$ cat src/rtl/non_restoring_divider_pkg.sv
// Shared definitions for the non-restoring divider: FSM encoding, default width
// and the iteration-counter width helper.
package non_restoring_divider_pkg;

    typedef enum logic [1:0] {
        ST_IDLE = 2'd0,
        ST_ITER = 2'd1,
        ST_FIX  = 2'd2
    } state_t;

    localparam int DEFAULT_N = 4;

    // Counter must hold the value N itself, hence N+1 codes.
    function automatic int cnt_width(input int n);
        return $clog2(n + 1);
    endfunction

    localparam int DEFAULT_CNT_W = cnt_width(DEFAULT_N);

endpackage

$ cat src/rtl/non_restoring_divider_addsub_step.sv
// One combinational non-restoring iteration: shift {A,Qw} left, add or subtract M
// depending on the old sign of A, and shift the new quotient bit into Qw.
module nr_addsub_step
    import non_restoring_divider_pkg::*;
#(
    parameter int N = DEFAULT_N
) (
    input  logic [N:0]   i_a,
    input  logic [N-1:0] i_qw,
    input  logic [N:0]   i_m,
    output logic [N:0]   o_a,
    output logic [N-1:0] o_qw
);

    logic [N:0] w_a_sh;
    logic [N:0] w_a_new;

    assign w_a_sh = {i_a[N-1:0], i_qw[N-1]};

    // Sign of the partial remainder before the shift selects subtract or add.
    always_comb begin
        w_a_new = w_a_sh;
        if (i_a[N] == 1'b0) begin
            w_a_new = w_a_sh - i_m;
        end else begin
            w_a_new = w_a_sh + i_m;
        end
    end

    assign o_a  = w_a_new;
    assign o_qw = {i_qw[N-2:0], ~w_a_new[N]};

endmodule

$ cat src/rtl/non_restoring_divider.sv
// Sequential unsigned divider (non-restoring), one quotient bit per clock,
// with a start/busy/done handshake and a final remainder-correction state.
module non_restoring_divider
    import non_restoring_divider_pkg::*;
#(
    parameter int N = DEFAULT_N
) (
    input  logic         clk,
    input  logic         rst,
    input  logic         start,
    input  logic [N-1:0] X,
    input  logic [N-1:0] Y,
    output logic         busy,
    output logic         done,
    output logic         div_by_zero,
    output logic [N:0]   R,
    output logic [N-1:0] Q
);

    localparam int CNT_W = cnt_width(N);

    state_t             r_state;
    state_t             w_state_next;
    logic [N:0]         r_a;
    logic [N:0]         w_a_next;
    logic [N-1:0]       r_qw;
    logic [N-1:0]       w_qw_next;
    logic [N:0]         r_m;
    logic [N:0]         w_m_next;
    logic [CNT_W-1:0]   r_cnt;
    logic [CNT_W-1:0]   w_cnt_next;
    logic               r_busy;
    logic               w_busy_next;
    logic               r_done;
    logic               w_done_next;
    logic               r_dbz;
    logic               w_dbz_next;
    logic [N:0]         r_r;
    logic [N:0]         w_r_next;
    logic [N-1:0]       r_q;
    logic [N-1:0]       w_q_next;
    logic [N:0]         w_step_a;
    logic [N-1:0]       w_step_qw;
    logic [N:0]         w_fix_a;

    nr_addsub_step #(.N(N)) u_step (
        .i_a  (r_a),
        .i_qw (r_qw),
        .i_m  (r_m),
        .o_a  (w_step_a),
        .o_qw (w_step_qw)
    );

    // A negative final partial remainder is pulled back into [0, M).
    assign w_fix_a = r_a[N] ? (r_a + r_m) : r_a;

    // Next-state, datapath and output-register logic.
    always_comb begin
        w_state_next = r_state;
        w_a_next     = r_a;
        w_qw_next    = r_qw;
        w_m_next     = r_m;
        w_cnt_next   = r_cnt;
        w_r_next     = r_r;
        w_q_next     = r_q;
        w_dbz_next   = r_dbz;
        w_done_next  = 1'b0;
        case (r_state)
            ST_IDLE: begin
                if (start) begin
                    w_state_next = ST_ITER;
                    w_a_next     = '0;
                    w_qw_next    = X;
                    w_m_next     = {1'b0, Y};
                    w_cnt_next   = CNT_W'(N);
                end else begin
                    w_state_next = ST_IDLE;
                end
            end
            ST_ITER: begin
                w_a_next   = w_step_a;
                w_qw_next  = w_step_qw;
                w_cnt_next = r_cnt - CNT_W'(1);
                if (r_cnt == CNT_W'(1)) begin
                    w_state_next = ST_FIX;
                end else begin
                    w_state_next = ST_ITER;
                end
            end
            ST_FIX: begin
                w_a_next     = w_fix_a;
                w_r_next     = w_fix_a;
                w_q_next     = r_qw;
                w_dbz_next   = (r_m == '0);
                w_done_next  = 1'b1;
                w_state_next = ST_IDLE;
            end
            default: begin
                w_state_next = ST_IDLE;
            end
        endcase
        w_busy_next = (w_state_next != ST_IDLE);
    end

    // FSM state register.
    always_ff @(posedge clk) begin
        if (rst) begin
            r_state <= ST_IDLE;
        end else begin
            r_state <= w_state_next;
        end
    end

    // Datapath, counter and registered outputs.
    always_ff @(posedge clk) begin
        if (rst) begin
            r_a    <= '0;
            r_qw   <= '0;
            r_m    <= '0;
            r_cnt  <= '0;
            r_busy <= 1'b0;
            r_done <= 1'b0;
            r_dbz  <= 1'b0;
            r_r    <= '0;
            r_q    <= '0;
        end else begin
            r_a    <= w_a_next;
            r_qw   <= w_qw_next;
            r_m    <= w_m_next;
            r_cnt  <= w_cnt_next;
            r_busy <= w_busy_next;
            r_done <= w_done_next;
            r_dbz  <= w_dbz_next;
            r_r    <= w_r_next;
            r_q    <= w_q_next;
        end
    end

    assign busy        = r_busy;
    assign done        = r_done;
    assign div_by_zero = r_dbz;
    assign R           = r_r;
    assign Q           = r_q;

endmodule

$ cat config.mk
export PLATFORM = sky130hd
export DESIGN_NAME = non_restoring_divider
export DESIGN_NICKNAME = d
export VERILOG_FILES = /design/src/rtl/non_restoring_divider_pkg.sv /design/src/rtl/non_restoring_divider_addsub_step.sv /design/src/rtl/non_restoring_divider.sv
export SDC_FILE = /design/constraint.sdc
export NUM_CORES = 1
export LEC_CHECK = 0
export ABC_AREA = 1
export CORE_AREA = 2 2 80 67
export DETAILED_ROUTE_END_ITERATION = 10
export DIE_AREA = 0 0 82 69
export PLACE_DENSITY = 0.53
export SYNTH_ARGS = -nofsm -noshare
export SYNTH_HDL_FRONTEND = slang
export SYNTH_SLANG_ARGS = --single-unit
$ cat constraint.sdc
create_clock -name clk -period 4.27 [get_ports clk]
set_clock_uncertainty 0.15 [all_clocks]
set_input_delay 0.6405 -clock clk [delete_from_list [all_inputs] [get_ports clk]]
set_output_delay 0.6405 -clock clk [all_outputs]
set_load 0.005 [all_outputs]
Yosys cells after proc, flatten, opt, wreduce, memory -nomap -nowiden. Cells that the tools add are included.

Word-level logic and storage cells: 39. Register bits after elaboration: 30. Output and inout bits: 12.

Add/subtract/negate cells: 4. Equality and inequality tests: 4. Muxes and demuxes: 12. Reductions and logical operators: 8. Bitwise gates (word level): 1.

Operator list (count): $mux 5 (3); $pmux 5 s3 (1); $add 5x4->5 (2); $pmux 4 s2 (1); $pmux 3 s2 (1); $reduce_and 2->1 (3); $logic_not 5->1 (1); $sub 5x4->5 (1); $mux 4 (1); $pmux 2 s2 (1); $reduce_bool 2->1 (2); $eq 3x1->1 const B (1); $mux 3 (1); $reduce_bool 3->1 (1); $sub 3x1->3 const B (1); $eq 2x1->1 const B (1); $eq 2x2->1 const B (1); $logic_not 2->1 (1); $mux 1 (2); $mux 2 (1); $ne 2x2->1 const B (1); $not 1->1 (1).

Depth between registers and ports, before layout. Gate-level depths: netlist of the first run.

Word-level depth: 4. Depth in mapped cells: 14. Gate-level depth less buffers: 14.

Cells and area by module. Synthesis of the first run repeated with hierarchy kept, for this count alone.

Cells, all modules: 241. Area, all modules: 1727.9 um^2.

Modules (own cells, without submodules): non_restoring_divider (sequential area each 600.6 um^2, instances 1, cells an instance 189, area an instance 1422.6 um^2); nr_addsub_step (sequential area each 0.0 um^2, instances 1, cells an instance 52, area an instance 305.3 um^2).

Worst setup path after synthesis of the first run. Ideal clock, no wire load.

Path type: register to register. From: reg r_m[0]. To: reg r_a[4]. Setup slack: 2.194 ns. Period minus slack after synthesis: 2.076 ns. Cell stages (with the launch flop): 12. Library setup time: 0.131 ns. Arrival time: 1.795 ns. Cell sequence: dfxtp_1 > inv_1 > ha_1 > nand2_1 > o21ai_0 > fa_1 > a21oi_1 > nand3_2 > nand3_2 > nand2_1 > nand2_1 > a21oi_2.

Cells in the longest elaborated chain, start to end: 3. Elaborated cells on any way between the ends: 6. Classes of those cells: add/sub: 3; mux: 3.

Ends and longest elaborated chain: start: declaration (RTL line non_restoring_divider.sv:28) `logic [N:0] r_m;`; start signal: assignment (RTL line non_restoring_divider.sv:129) `r_m <= w_m_next;`; $add 5x4->5 (tied with other cells) (RTL line non_restoring_divider.sv:55) `assign w_fix_a = r_a[N] ? (r_a + r_m) : r_a;`; $mux 5 (on tied branches) (RTL line non_restoring_divider.sv:55, non_restoring_divider_addsub_step.sv:23); $pmux 5 s3 (*) (RTL line non_restoring_divider.sv:68) `case (r_state)`; end signal: assignment (RTL line non_restoring_divider.sv:127) `r_a <= w_a_next;`; end: declaration (RTL line non_restoring_divider.sv:24) `logic [N:0] r_a;`.

Every way passes the cells marked *; elsewhere a longest branch is shown, timed or not. A chain may end at the register's enable or synchronous reset.

Final worst setup path of the first run.
From: reg r_state[1]. To: reg r_cnt[2].

Cells in the longest elaborated chain, start to end: 3. Elaborated cells on any way between the ends: 6. Classes of those cells: eq/ne: 2; mux: 1; reduce/logical: 3.

Ends and longest elaborated chain: start: declaration (RTL line non_restoring_divider.sv:22) `state_t r_state;`; start signal: assignment (RTL line non_restoring_divider.sv:110) `r_state <= w_state_next;`; $eq 2x1->1 / $logic_not 2->1 (equally long branches) (RTL line non_restoring_divider.sv:68); $reduce_bool 2->1 (no line) / $ne 2x2->1 (equally long branches); $reduce_and 2->1 (no line); end signal: assignment (RTL line non_restoring_divider.sv:130) `r_cnt <= w_cnt_next;`; end: declaration (RTL line non_restoring_divider.sv:30) `logic [CNT_W-1:0] r_cnt;`.

Several ways; a longest one is shown, not always the timed one.

==> metrics.txt, run 1 <==
status finished, final reports clean; met2 Usage GRT between 10% and 20%; Slowest cell on crit path o21ai_1; final setup violation count 0; TNS Setup 0 ns; 1st-pass router iterations 4; critical path launch point type register; Reg power frac 46.7%; fmax 0.423 GHz; Worst-Skew Late Latency roughly 0.28 ns; post-route ant nets 0; Pins Over Slew Limit 0; met1 usage around a fifth; main flop type after synthesis dfxtp_1; CTS H-tree lvls 2; port bufs 22; Worst path depth 8; area share of the largest cell type after synthesis between 30 and 40%; crit-path leading delay family compound AO/OA/AOI/OAI gates; CP endpoint kind register; count of cell types in the netlist 27; CTS Buf Count 5; YS warnings 0; worst hold path type register to register; Die Width 82 um; Comb pwr share between 10% and 20%; grt total ovfl 0; share of layout cells above drive strength 1 under 10%; Most Crowded Layer GR met1; final wirelength 3650 um; Die ar. about 5700 um^2; Peak VDD IR ~0.19 mV; Bufs and invs on worst path 2; share of the yosys chip area belonging to registers a little under two fifths; syn_nets 246; R2R depth 8; Max-slew headroom a little under three fifths; die height about 70 um; Worst-path clk slew around 0.070 ns; # hold bufs at CTS 0; Tmin final approximately 2.4 ns; post-DP HPWL about 2800 um; Max Cap Viol 0; data arrival time of the critical path roughly 2.4 ns; area grow syn2layout 21.3%; DR iter-0 viols around 100; All-Layer GR Usage about 14%; unrepaired setup endpoints after global routing no; CP peak stage delay roughly 0.56 ns; switching pwr between 150 and 200 uW; Required @ worst endpoint 4.27 ns; Synth Area per Inst approximately 7.5 um^2; synthesized area between 1500 and 2000 um^2; Critical Path Most Common Cell inv_1; starting density of the core between 30% and 40%; Hold Vio Cnt, Final 0; gpl congestion a little under 0.9; top-count cell post-synth nand2_1; CP cell instances inv_1 > ha_1 > inv_1 > o21ai_1 > nand2_1 > xor2_1 > a21oi_1 > nor2_1; Wirelength per Cell 12.0 um; Least-Margin Pin Slew 0.633 ns; CTS sink count 30; worst hold path cell count 2; largest cells by area after synthesis dfxtp_1, ha_1, nand2_1; Max clock buf depth 2; Leak around 0.84 nW; internal power roughly 470 uW; Clock Power Share a little over a third; Sw Share 28.1%; cell count after synthesis 218; first-pass GRT wire length about 6200 um; number of diodes 0; # rows 23; Power Dens Cells around 330 nW/um^2; vias in the first global route between 1000 and 1500; I/O Pins 23; Setup CP Type register to register; Post-synth EDFFs 0; list of most frequent post-synthesis cells nand2_1, dfxtp_1, a21oi_1; async set-reset flop share out of synthesis 0%; Via density ~4.8; post_cts resized 0; Global Route met3 Usage under 10%; CP max FO 11; root buffer cell clkbuf_8; CORE AREA around 4800 um^2; CTS tree built; Final period util a little under three fifths; Pwr Total roughly 660 uW; post-CTS setup buffer count 0; largest net degree at the start of global routing 17; Synth area leader dfxtp_1; Vias ~1400; initial antenna violation count 0; flops & latches, synth 30; final net count 268; Remaining DRCs 0
-- cell usage in the layout, fill, tap and decap left out --
master	n
nand2_1	48
ha_1	15
a31oi_1	4
clkinv_2	1
clkbuf_1	1
nand3_2	2
nand2_2	2
o21a_1	1
fa_1	2
a22oi_1	1
nand3_1	7
xnor2_1	1
nor3_2	1
nor2_2	2
o211ai_1	1
dfxtp_1	30
o21ai_1	4
o21ai_0	20
inv_2	1
inv_4	1
nor2_1	19
xor2_1	2
a21oi_2	1
clkbuf_8	6
inv_1	21
a21oi_1	25
clkdlybuf4s50_1	22
-- sequential cells by signal, summed over array words and instances (netlist names) --
name,cells
R,5
r_a,5
Q,4
r_m,4
r_qw,4
r_cnt,3
r_state,2
busy,1
div_by_zero,1
done,1
-- metrics by stage --
step | worst slack, ns | hold slack, ns | cells | util (%) | cell area (um^2)
finish | 1.91 | 0.318 | 303 | 40.9 | 1980
global route | 1.63 | 0.338 | 303 | 40.9 | 1980
detailed placement | 1.77 | 0.312 | 295 | 39.0 | 1880
global placement | 1.80 | 0.305 | 295 | 39.0 | 1880
floorplan | 2.19 | 0.310 | 218 | - | 1630
CTS | 1.89 | 0.321 | 303 | 40.9 | 1980
-- power groups by stage --
stage | sequential (mW) | combinational, mW | clock (mW)
after floorplan | 0.310 | 0.0889 | 0
final | 0.308 | 0.118 | 0.233
after CTS | 0.308 | 0.119 | 0.238
after global placement | 0.314 | 0.119 | 0
after global routing | 0.310 | 0.137 | 0.257
after detailed placement | 0.314 | 0.118 | 0
-- worst register-to-register path, delay by kind of cell, from the launching register on --
family	cells	cell delay [ns]
AOI/OAI and AO/OA	2	0.68
adders and majority gates	1	0.43
DFF	1	0.33
buffers and inverters	2	0.31
and+or+nand+nor	2	0.18
xor gates and xnor gates	1	0.17
-- logic make-up (layout without fill, tap and decap cells) --
kind of cell,after synthesis,count (layout),share of synthesized area (%)
xor+xnor,3,3,1.61
simple gates,81,81,21.0
buf+inv,30,53,8.06
fa+ha+maj,17,17,14.0
compound gates,57,57,18.5
flops,30,30,36.9
-- cell type report --
class	instances	area [um^2]
inverters	23	88.8
clock inverters	1	5.00
repair buffers	22	220
flip-flops and latches	30	601
fillers	508	2860
multi-input cells	158	897
well taps	62	77.6
clock buffers	7	86.3
-- layer usage --
layer / part of all wire [%] / vias to the layer above
li1: - / 756
met1: 54 / 653
met2: 42 / 26
met3: 3.5 / 6
met4: 1.1 / 0
met5: 0 / -
-- path summary, 6_finish.rpt --
check                                           start                    end  slack, ns
worst max-delay path            r_state[1]$_SDFF_PP0_  r_cnt[2]$_SDFFE_PP0P_       1.91
worst min-delay path                R[3]$_SDFFE_PP0P_      R[3]$_SDFFE_PP0P_       0.32
worst max register to register  r_state[1]$_SDFF_PP0_  r_cnt[2]$_SDFFE_PP0P_       1.91
worst min register to register      R[3]$_SDFFE_PP0P_      R[3]$_SDFFE_PP0P_       0.32
(Power assumes the default switching activity.)
==> run 2, diff against run 1 <==
clock period = 2.5 ns   (was 4.27 ns; I/O delays follow)
==> metrics.txt, run 2 (same netlist as run 1, synthesis figures left out) <==
status finished, final reports clean; # rows 23 (unchanged); post-CTS setup buffer count 0 (unchanged); Remaining DRCs 0 (unchanged); design area 2020 um^2 (+2.0%); DR WL met2 1600 um (+5.6%); final net count 271 (+1.1%); CORE AREA 4830 um^2 (unchanged); Power Dens Cells 603 nW/um^2 (+81%); Setup CP Type register to register; area grow syn2layout 23.7%; Peak VDD IR 0.333 mV (+75%); Max clock buf depth 2 (unchanged); CP max FO 3 (-8); largest net degree at the start of global routing 17 (unchanged); Hold Vio Cnt, Final 0 (unchanged); Slowest cell on crit path fa_1; first-pass GRT wire length 6330 um (+2.3%); CP peak stage delay 0.48 ns (-0.08 ns); most frequent cells in the layout nand2_1, dfxtp_1, a21oi_1; worst r2r dst r_a[4]$_SDFFE_PP0P_; starting density of the core 33.7% (unchanged); Pwr Total 1.21 mW (+84%); I/O Pins 23 (unchanged); crit path from r_m[0]$_SDFFE_PP0P_; multi-input gate area in the final layout 897 um^2 (unchanged); CP cell instances inv_1 > ha_1 > nand2_1 > o21ai_0 > fa_1 > a21oi_1 > nand3_2 > nand3_2 > nand2_1 > nand2_1 > a21oi_2; Final period util 88.6% (+33 points); worst hold path cell count 2 (unchanged); grt total ovfl 0 (unchanged); CTS sink count 30 (unchanged); worst hold path type register to register; Worst Hold Path EP R[0]$_SDFFE_PP0P_; CTS Buf Count 5 (unchanged); initial antenna violation count 0 (unchanged); Required @ worst endpoint 2.52 ns (-1.75 ns); CTS H-tree lvls 2 (unchanged); internal reg-to-reg setup slack 0.29 ns (-1.62 ns); share of layout cells above drive strength 1 8.61% (+1.6 points); number of diodes 0 (unchanged); CP endpoint kind register; root buffer cell clkbuf_8; Tmin final 2.21 ns (-0.150 ns); Worst-Skew Late Latency 0.28 ns (about the same); Critical Path Most Common Cell nand2_1; final wirelength 3760 um (+3.2%); final setup violation count 0 (unchanged); R2R depth 11 (+3); Least-Margin Pin Slew 0.430 ns (-0.203 ns); placed cell area 1910 um^2 (+1.2%); DR iter-0 viols 80 (-22%); vias in the first global route 1376 (+7.5%); WL met1 1930 um (-1.7%); port bufs 22 (unchanged); fmax 0.452 GHz (+6.8%); Max Used Layer met4; post-DP HPWL 2810 um (+0.28%); Vias 1446 (+0.35%); Die Width 82 um (unchanged); register area 601 um^2 (unchanged); Wirelength per Cell 12.3 um (+2.2%); Pins Over Slew Limit 0 (unchanged); Bufs and invs on worst path 1 (-1); Max-slew headroom 71.3% (+14 points); Worst-path clk slew 0.07 ns (about the same); data arrival time of the critical path 2.24 ns (-0.12 ns); gpl congestion 0.838 (-3.7%); die height 69 um (unchanged); critical path launch point type register; Via density 4.73 (-0.64%); post-route ant nets 0 (unchanged); CTS tree built; # hold bufs at CTS 0 (unchanged); fill cell count 502 (-1.2%); Leak 0.861 nW (+2.9%); Max Cap Viol 0 (unchanged); reg2reg start r_m[0]$_SDFFE_PP0P_; unrepaired setup endpoints after global routing no; Die ar. 5660 um^2 (unchanged); hold wc startpoint R[0]$_SDFFE_PP0P_; TNS Setup 0 ns (unchanged); crit-path leading delay family adder cells; All-Layer GR Usage 14.5% (+0.44 points); commonest non-fill, non-tap cell in the layout nand2_1; wire length on met3 158 um (+25%); 1st-pass router iterations 4 (unchanged); post_cts resized 0 (unchanged)
## run 2: final cells by class
| cell class | instances | area share [%] |
|---|---|---|
| timing repair buffer | 25 | 12.0 |
| inverter | 23 | 4.41 |
| sequential | 30 | 29.8 |
| clock buffer | 5 | 3.41 |
| clock inverter | 3 | 1.99 |
| tap | 62 | 3.85 |
| multi-input combinational | 158 | 44.5 |
## run 2: worst register-to-register path, stage by stage, from the launching register on
cell and delay [ns]:
dfxtp_1 0.35, inv_1 0.08, ha_1 0.29, nand2_1 0.06, o21ai_0 0.14, fa_1 0.48, a21oi_1 0.21, nand3_2 0.10
nand3_2 0.08, nand2_1 0.05, nand2_1 0.06, a21oi_2 0.05
## run 2: how the worst max path moves through the flow
stage                                     end  slack [ns]  cells past startpoint
after floorplan           r_a[4]$_SDFFE_PP0P_        0.42                     11
after global placement    r_a[4]$_SDFFE_PP0P_        0.34                     11
after detailed placement  r_a[4]$_SDFFE_PP0P_        0.31                     11
after CTS                 r_a[4]$_SDFFE_PP0P_        0.29                     11
after global routing      r_a[4]$_SDFFE_PP0P_        0.14                     11
final                     r_a[4]$_SDFFE_PP0P_        0.29                     11
## run 2: power by group
group          switching, mW  total (mW)  internal (mW)
clock network          0.189       0.482          0.293
logic                  0.121       0.209         0.0882
registers             0.0200       0.524          0.504
total                  0.330        1.21          0.885
## run 2: layer usage
metal | up-vias | track usage (%)
met5 | - | 0
met4 | 0 | 6.11
met3 | 9 | 3.80
met2 | 33 | 20.0
met1 | 639 | 21.2
li1 | 765 | -
## run 2: metrics by stage
| step | hold slack (ns) | setup WS (ns) | utilization, % | instances |
|---|---|---|---|---|
| after CTS | 0.318 | 0.290 | 41.7 | 306 |
| final | 0.315 | 0.285 | 41.7 | 306 |
| after global placement | 0.305 | 0.335 | 39.4 | 298 |
| after floorplan | 0.294 | 0.424 | - | 218 |
| after detailed placement | 0.307 | 0.306 | 39.4 | 298 |
| after global routing | 0.340 | 0.143 | 41.7 | 306 |
==> run 3, diff against run 2 <==
TNS_END_PERCENT = 5   (was not set)
==> results of run 3 <==
The final DEF is identical to that of run 2; final timing and power are the same.
